$ cat src/rtl/alu_pkg.sv
// Shared ALU definitions: operand width, alu_ctrl encoding, execution-unit state and response payload.
package alu_pkg;

  localparam int unsigned XLEN    = 32;
  localparam int unsigned SHAMT_W = $clog2(XLEN);

  typedef enum logic [3:0] {
    ALU_ADD  = 4'b0000,
    ALU_SLL  = 4'b0001,
    ALU_SLT  = 4'b0010,
    ALU_SLTU = 4'b0011,
    ALU_XOR  = 4'b0100,
    ALU_SRL  = 4'b0101,
    ALU_OR   = 4'b0110,
    ALU_AND  = 4'b0111,
    ALU_SUB  = 4'b1000,
    ALU_SRA  = 4'b1101
  } alu_ctrl_e;

  typedef enum logic [1:0] {
    ST_IDLE  = 2'd0,
    ST_SHIFT = 2'd1,
    ST_DONE  = 2'd2
  } exec_state_e;

  typedef struct packed {
    logic [XLEN-1:0] result;
    logic            zero;
  } alu_rsp_t;

  function automatic logic is_shift(input logic [3:0] ctrl);
    return (ctrl == ALU_SLL) || (ctrl == ALU_SRL) || (ctrl == ALU_SRA);
  endfunction

endpackage

$ cat src/rtl/alu_shift_iter.sv
// Iterative one-bit-per-cycle shifter: loads an operand and shift count, then shifts until count runs out.
module alu_shift_iter
  import alu_pkg::*;
(
  input  logic               clk,
  input  logic               reset_n,
  input  logic               start,
  input  logic               dir,
  input  logic               arith,
  input  logic [XLEN-1:0]    load_val,
  input  logic [SHAMT_W-1:0] shamt,
  output logic [XLEN-1:0]    shifted_c,
  output logic               done_c
);

  logic [XLEN-1:0]    acc;
  logic [SHAMT_W-1:0] count;
  logic               dir_q;
  logic               arith_q;

  // dir_q=1 selects right shifts; arith_q replicates the sign bit on the way in
  always_comb begin
    shifted_c = {acc[XLEN-2:0], 1'b0};
    if (dir_q) begin
      shifted_c = {arith_q & acc[XLEN-1], acc[XLEN-1:1]};
    end
    done_c = (count == SHAMT_W'(1));
  end

  always_ff @(posedge clk or negedge reset_n) begin
    if (!reset_n) begin
      acc     <= '0;
      count   <= '0;
      dir_q   <= 1'b0;
      arith_q <= 1'b0;
    end else if (start) begin
      acc     <= load_val;
      count   <= shamt;
      dir_q   <= dir;
      arith_q <= arith;
    end else if (count != '0) begin
      acc   <= shifted_c;
      count <= count - SHAMT_W'(1);
    end
  end

endmodule

$ cat src/rtl/alu_exec_mc.sv
// Multi-cycle EX-stage ALU: single-cycle logic/arith/compare, iterative shifts, valid/ready on both sides.
module alu_exec_mc
  import alu_pkg::*;
(
  input  logic            clk,
  input  logic            reset_n,
  input  logic            in_valid,
  output logic            in_ready,
  input  logic [3:0]      alu_ctrl,
  input  logic [XLEN-1:0] op_a,
  input  logic [XLEN-1:0] op_b,
  output logic            out_valid,
  input  logic            out_ready,
  output logic [XLEN-1:0] result,
  output logic            zero
);

  exec_state_e        state;
  exec_state_e        state_n;
  alu_rsp_t           rsp_q;
  logic [XLEN-1:0]    alu_c;
  logic [XLEN-1:0]    res_n;
  logic [XLEN-1:0]    shifted_c;
  logic [SHAMT_W-1:0] shamt;
  logic               shift_done_c;
  logic               shift_start;
  logic               load;

  assign shamt  = op_b[SHAMT_W-1:0];
  assign result = rsp_q.result;
  assign zero   = rsp_q.zero;

  // Single-cycle datapath; shifts only land here with shamt=0, so they pass op_a through
  always_comb begin
    alu_c = op_a + op_b;
    case (alu_ctrl)
      ALU_SUB:                   alu_c = op_a - op_b;
      ALU_SLT:                   alu_c = XLEN'($signed(op_a) < $signed(op_b));
      ALU_SLTU:                  alu_c = XLEN'(op_a < op_b);
      ALU_XOR:                   alu_c = op_a ^ op_b;
      ALU_OR:                    alu_c = op_a | op_b;
      ALU_AND:                   alu_c = op_a & op_b;
      ALU_SLL, ALU_SRL, ALU_SRA: alu_c = op_a;
      default:                   alu_c = op_a + op_b;
    endcase
  end

  alu_shift_iter u_shift (
    .clk       (clk),
    .reset_n   (reset_n),
    .start     (shift_start),
    .dir       (alu_ctrl != ALU_SLL),
    .arith     (alu_ctrl == ALU_SRA),
    .load_val  (op_a),
    .shamt     (shamt),
    .shifted_c (shifted_c),
    .done_c    (shift_done_c)
  );

  // Next-state and handshake logic; an accept in IDLE or DONE overrides the default transition
  always_comb begin
    state_n     = state;
    in_ready    = 1'b0;
    load        = 1'b0;
    shift_start = 1'b0;
    res_n       = alu_c;
    case (state)
      ST_IDLE: in_ready = 1'b1;
      ST_SHIFT: begin
        if (shift_done_c) begin
          load    = 1'b1;
          res_n   = shifted_c;
          state_n = ST_DONE;
        end
      end
      ST_DONE: begin
        in_ready = out_ready;
        if (out_ready) begin
          state_n = ST_IDLE;
        end
      end
      default: state_n = ST_IDLE;
    endcase
    if (in_valid && in_ready) begin
      if (is_shift(alu_ctrl) && (shamt != '0)) begin
        shift_start = 1'b1;
        state_n     = ST_SHIFT;
      end else begin
        load    = 1'b1;
        state_n = ST_DONE;
      end
    end
  end

  always_ff @(posedge clk or negedge reset_n) begin
    if (!reset_n) begin
      state     <= ST_IDLE;
      out_valid <= 1'b0;
      rsp_q     <= '0;
    end else begin
      state     <= state_n;
      out_valid <= (state_n == ST_DONE);
      if (load) begin
        rsp_q <= '{result: res_n, zero: (res_n == '0)};
      end
    end
  end

endmodule

$ cat config.mk
export PLATFORM = sky130hd
export DESIGN_NAME = alu_exec_mc
export DESIGN_NICKNAME = d
export VERILOG_FILES = /design/src/rtl/alu_pkg.sv /design/src/rtl/alu_shift_iter.sv /design/src/rtl/alu_exec_mc.sv
export SDC_FILE = /design/constraint.sdc
export NUM_CORES = 1
export LEC_CHECK = 0
export CORE_MARGIN = 1.5
export CORE_UTILIZATION = 29
export DETAILED_ROUTE_END_ITERATION = 8
export HOLD_SLACK_MARGIN = 0.08
export PLACE_DENSITY = 0.48
export SLEW_MARGIN = 30
export SYNTH_ARGS = -nofsm -noshare
export SYNTH_HDL_FRONTEND = slang
export SYNTH_SLANG_ARGS = --single-unit
$ cat constraint.sdc
create_clock -name clk -period 6.2 [get_ports clk]
set_input_delay 1.55 -clock clk [delete_from_list [all_inputs] [get_ports clk]]
set_output_delay 1.55 -clock clk [all_outputs]
set_load 0.01 [all_outputs]
==> summary.md <==
| Metric | Value |
|---|---|
| Status | finished, final reports clean |
| Measured slew at the worst slew-check pin | 1000 ps |
| Largest family of logic cells by synthesized area | compound AO/OA/AOI/OAI gates |
| Most frequent cells in the layout | a21oi_1 (147), nor2_1 (131), nand2_1 (119) |
| Top sig layer | met4 |
| Largest cells by area after synthesis | dfrtp_1 (20%), ha_1 (13%), a21oi_1 (7.7%) |
| Antenna violations before repair | 0 |
| CTS Buf Count | 9 |
| Leading area contributor after synthesis | dfrtp_1 |
| Final setup viols | 0 |
| Cts hold-fix bufs | 0 |
| CTS tree | yes |
| Starting Density | 29.4% |
| Tcrit/Tclk final | 91.2% |
| FMAX | 0.177 GHz |
| DP HPWL | 31,200 um |
| Via count | 10,200 |
| Power Dens Cells | 252 mW/mm2 |
| Metal-1 WL | 19,600 um |
| Multi-input logic area | 0.00693 mm2 |
| Slew headroom | 33.1% |
| Nets | 1,542 |
| Layout cell share with drive strength beyond 1 | 8.30% |
| Synthesis-stage register bit count | 75 |
| Metal3 WL | 2990 um |
| Worst VDD drop | 0.144 mV |
| Largest net degree at the start of global routing | 58 |
| Crit path kind | in -> reg |
| Synth Area in Simple Gates | 19.5% |
| Syn Area/Cell | 7.42 um2 |
| Global-route wire length before repair | 60,500 um |
| # rows | 66 |
| Final hold vios | 0 |
| GRT Residual Overflow | 0 |
| Yosys warns | 0 |
| Sequential area share after synthesis | 19.6% |
| Net Count, Synth | 1,464 |
| Final Non-Filler Cells | 1,816 |
| Port buffer count | 106 |
| Static Leak | 0.00507 uW |
| Via density | 5.60 |
| Routed len/inst | 21.8 um |
| Drt initial violations | 1,060 |
| Post-synth EDFFs | 0 |
| Synth Instances | 1,291 |
| Clock root buffer | clkbuf_16 |
| HP Class | reg -> reg |
| Vias in the first global route | 9,593 |
| Post-CTS Resized | 0 |
| Worst path required time | 6480 ps |
| Die W | 185 um |
| Util after Layout | 35.2% |
| Period minus WS final | 5650 ps |
| Die Area | 0.0341 mm2 |
| Number of H-tree levels | 3 |
| CP Launch Type | primary input |
| Complex-gate fraction of the synthesized area | 31.8% |
| Synth top area share | 19.6% |
| Final ANT Viol Nets | 0 |
| Drt pass-1 iters | 5 |
| Max Cap Viol | 0 |
| XOR/XNOR share of the synthesized area | 1.92% |
| # diodes | 0 |
| Clock Sinks | 75 |
| Area delta synth->final | 19.6% |
| Ports | 107 |
| Multiplexer area fraction after synthesis | 5.47% |
| GP Congestion | 0.969 |
| Die Height | 185 um |
| Fill cells | 3,456 |
| Max Buffers Root-to-Sink | 2 |
| Setup TNS | 0 ps |
| Max Clock Skew | 11.1 ps |
| FF/Latch Area | 0.00188 mm2 |
| Top_reg_cell synth | dfrtp_1 |
| DRT Wirelength | 39,600 um |
| Count of pins over their slew limit | 0 |
| Worst-Skew Late Latency | 350 ps |
| Clk pin slew, worst setup/hold paths | 60 ps |
| Met2 Routed Length | 16,100 um |
| Worst-path maximum fanout | 13 |
| Adder-cell share of the synthesized area | 13.3% |
| Synth async-reset ratio | 100% |
| Core region area | 0.0325 mm2 |
| CP arrival | 5940 ps |
| Synthesized area | 0.00958 mm2 |
| Gr usage total | 23.4% |
| Unique masters post-synth | 92 |
| DR DRC count | 0 |
| Placed insts | 1,800 |
| RSZ-0062 raised after global routing | no |
| Post CTS Setup Buffer Count | 0 |
| Crit end category | register |
| Commonest non-fill, non-tap cell in the layout | a21oi_1 |
-- critical path: stages --
cell and delay (ps):
clkdlybuf4s50_1 600, inv_1 70, ha_1 480, or4_1 570, or2_2 340, a2111o_1 320
nand4_1 180, a21oi_1 170, xnor2_1 170, o221ai_1 160, o21ai_0 480, nand4b_1 230
nor4_1 260, and4_1 220, a22o_1 130
-- logic make-up (layout without fill, tap and decap cells) --
group	Yosys count	after routing
mux	50	50
xor+xnor	21	21
buf+inv	191	274
simple gates	391	391
fa+ha+maj	101	101
flops	75	75
compound gates	462	462
-- layer usage --
layer | track usage (%) | vias to the layer above
met5 | 0 | -
met4 | 6.54 | 0
met3 | 3.14 | 38
met2 | 33.2 | 424
met1 | 36.0 | 4887
li1 | - | 4822
-- area by class of cell --
class                      count  share of cell area, %
tap                          442                   4.83
timing repair buffer         155                   12.4
sequential                    75                   16.4
clock inverter                 6                  0.426
inverter                     103                   3.38
clock buffer                  10                   2.09
multi-input combinational   1025                   60.5
-- power by group --
part           switching [uW]  internal, uW  total (uW)
logic                     855           648        1500
clock network             235           285         520
registers                 172           691         863
-- cell usage after synthesis, drive strengths merged (18+ instances only) --
| master | number |
|---|---|
| inv | 103 |
| a211oi | 18 |
| clkbuf | 59 |
| a21o | 21 |
| mux2 | 19 |
| dfrtp | 75 |
| nand2 | 120 |
| ha | 99 |
| nor2b | 21 |
| o21ai | 95 |
| a21oi | 148 |
| mux2i | 31 |
| nor2 | 132 |
| buf | 29 |
-- through the flow --
stage / area (um2) / total power, uW / hold slack, ps / setup WS, ps
6_report: 11500 / 2890 / 470 / 547
5_1_grt: 11500 / 3100 / 498 / 343
4_1_cts: 11500 / 2880 / 478 / 550
3_5_place_dp: 11200 / 2350 / 464 / 205
3_3_place_gp: 11200 / 2360 / 461 / 231
2_1_floorplan: 9580 / 1750 / 478 / 1580
-- sequential cells by signal, indices dropped and copies added (netlist names) --
signal / count
state: 2
u_shift.acc: 32
u_shift.dir_q: 1
zero: 1
u_shift.count: 5
result: 32
out_valid: 1
u_shift.arith_q: 1
-- path summary, 6_finish.rpt --
kind,from,cells after the start,end,slack (ps)
max,op_a[13],15,zero,550
min,result[20],2,result[20],470
max reg2reg,u_shift.count[2],12,zero,2110
min reg2reg,result[20],2,result[20],470
max in group asynchronous,reset_n,2,u_shift.dir_q,3940
min in group asynchronous,reset_n,1,u_shift.acc[0],1090
Note: power is estimated with default switching activity, not from simulation.
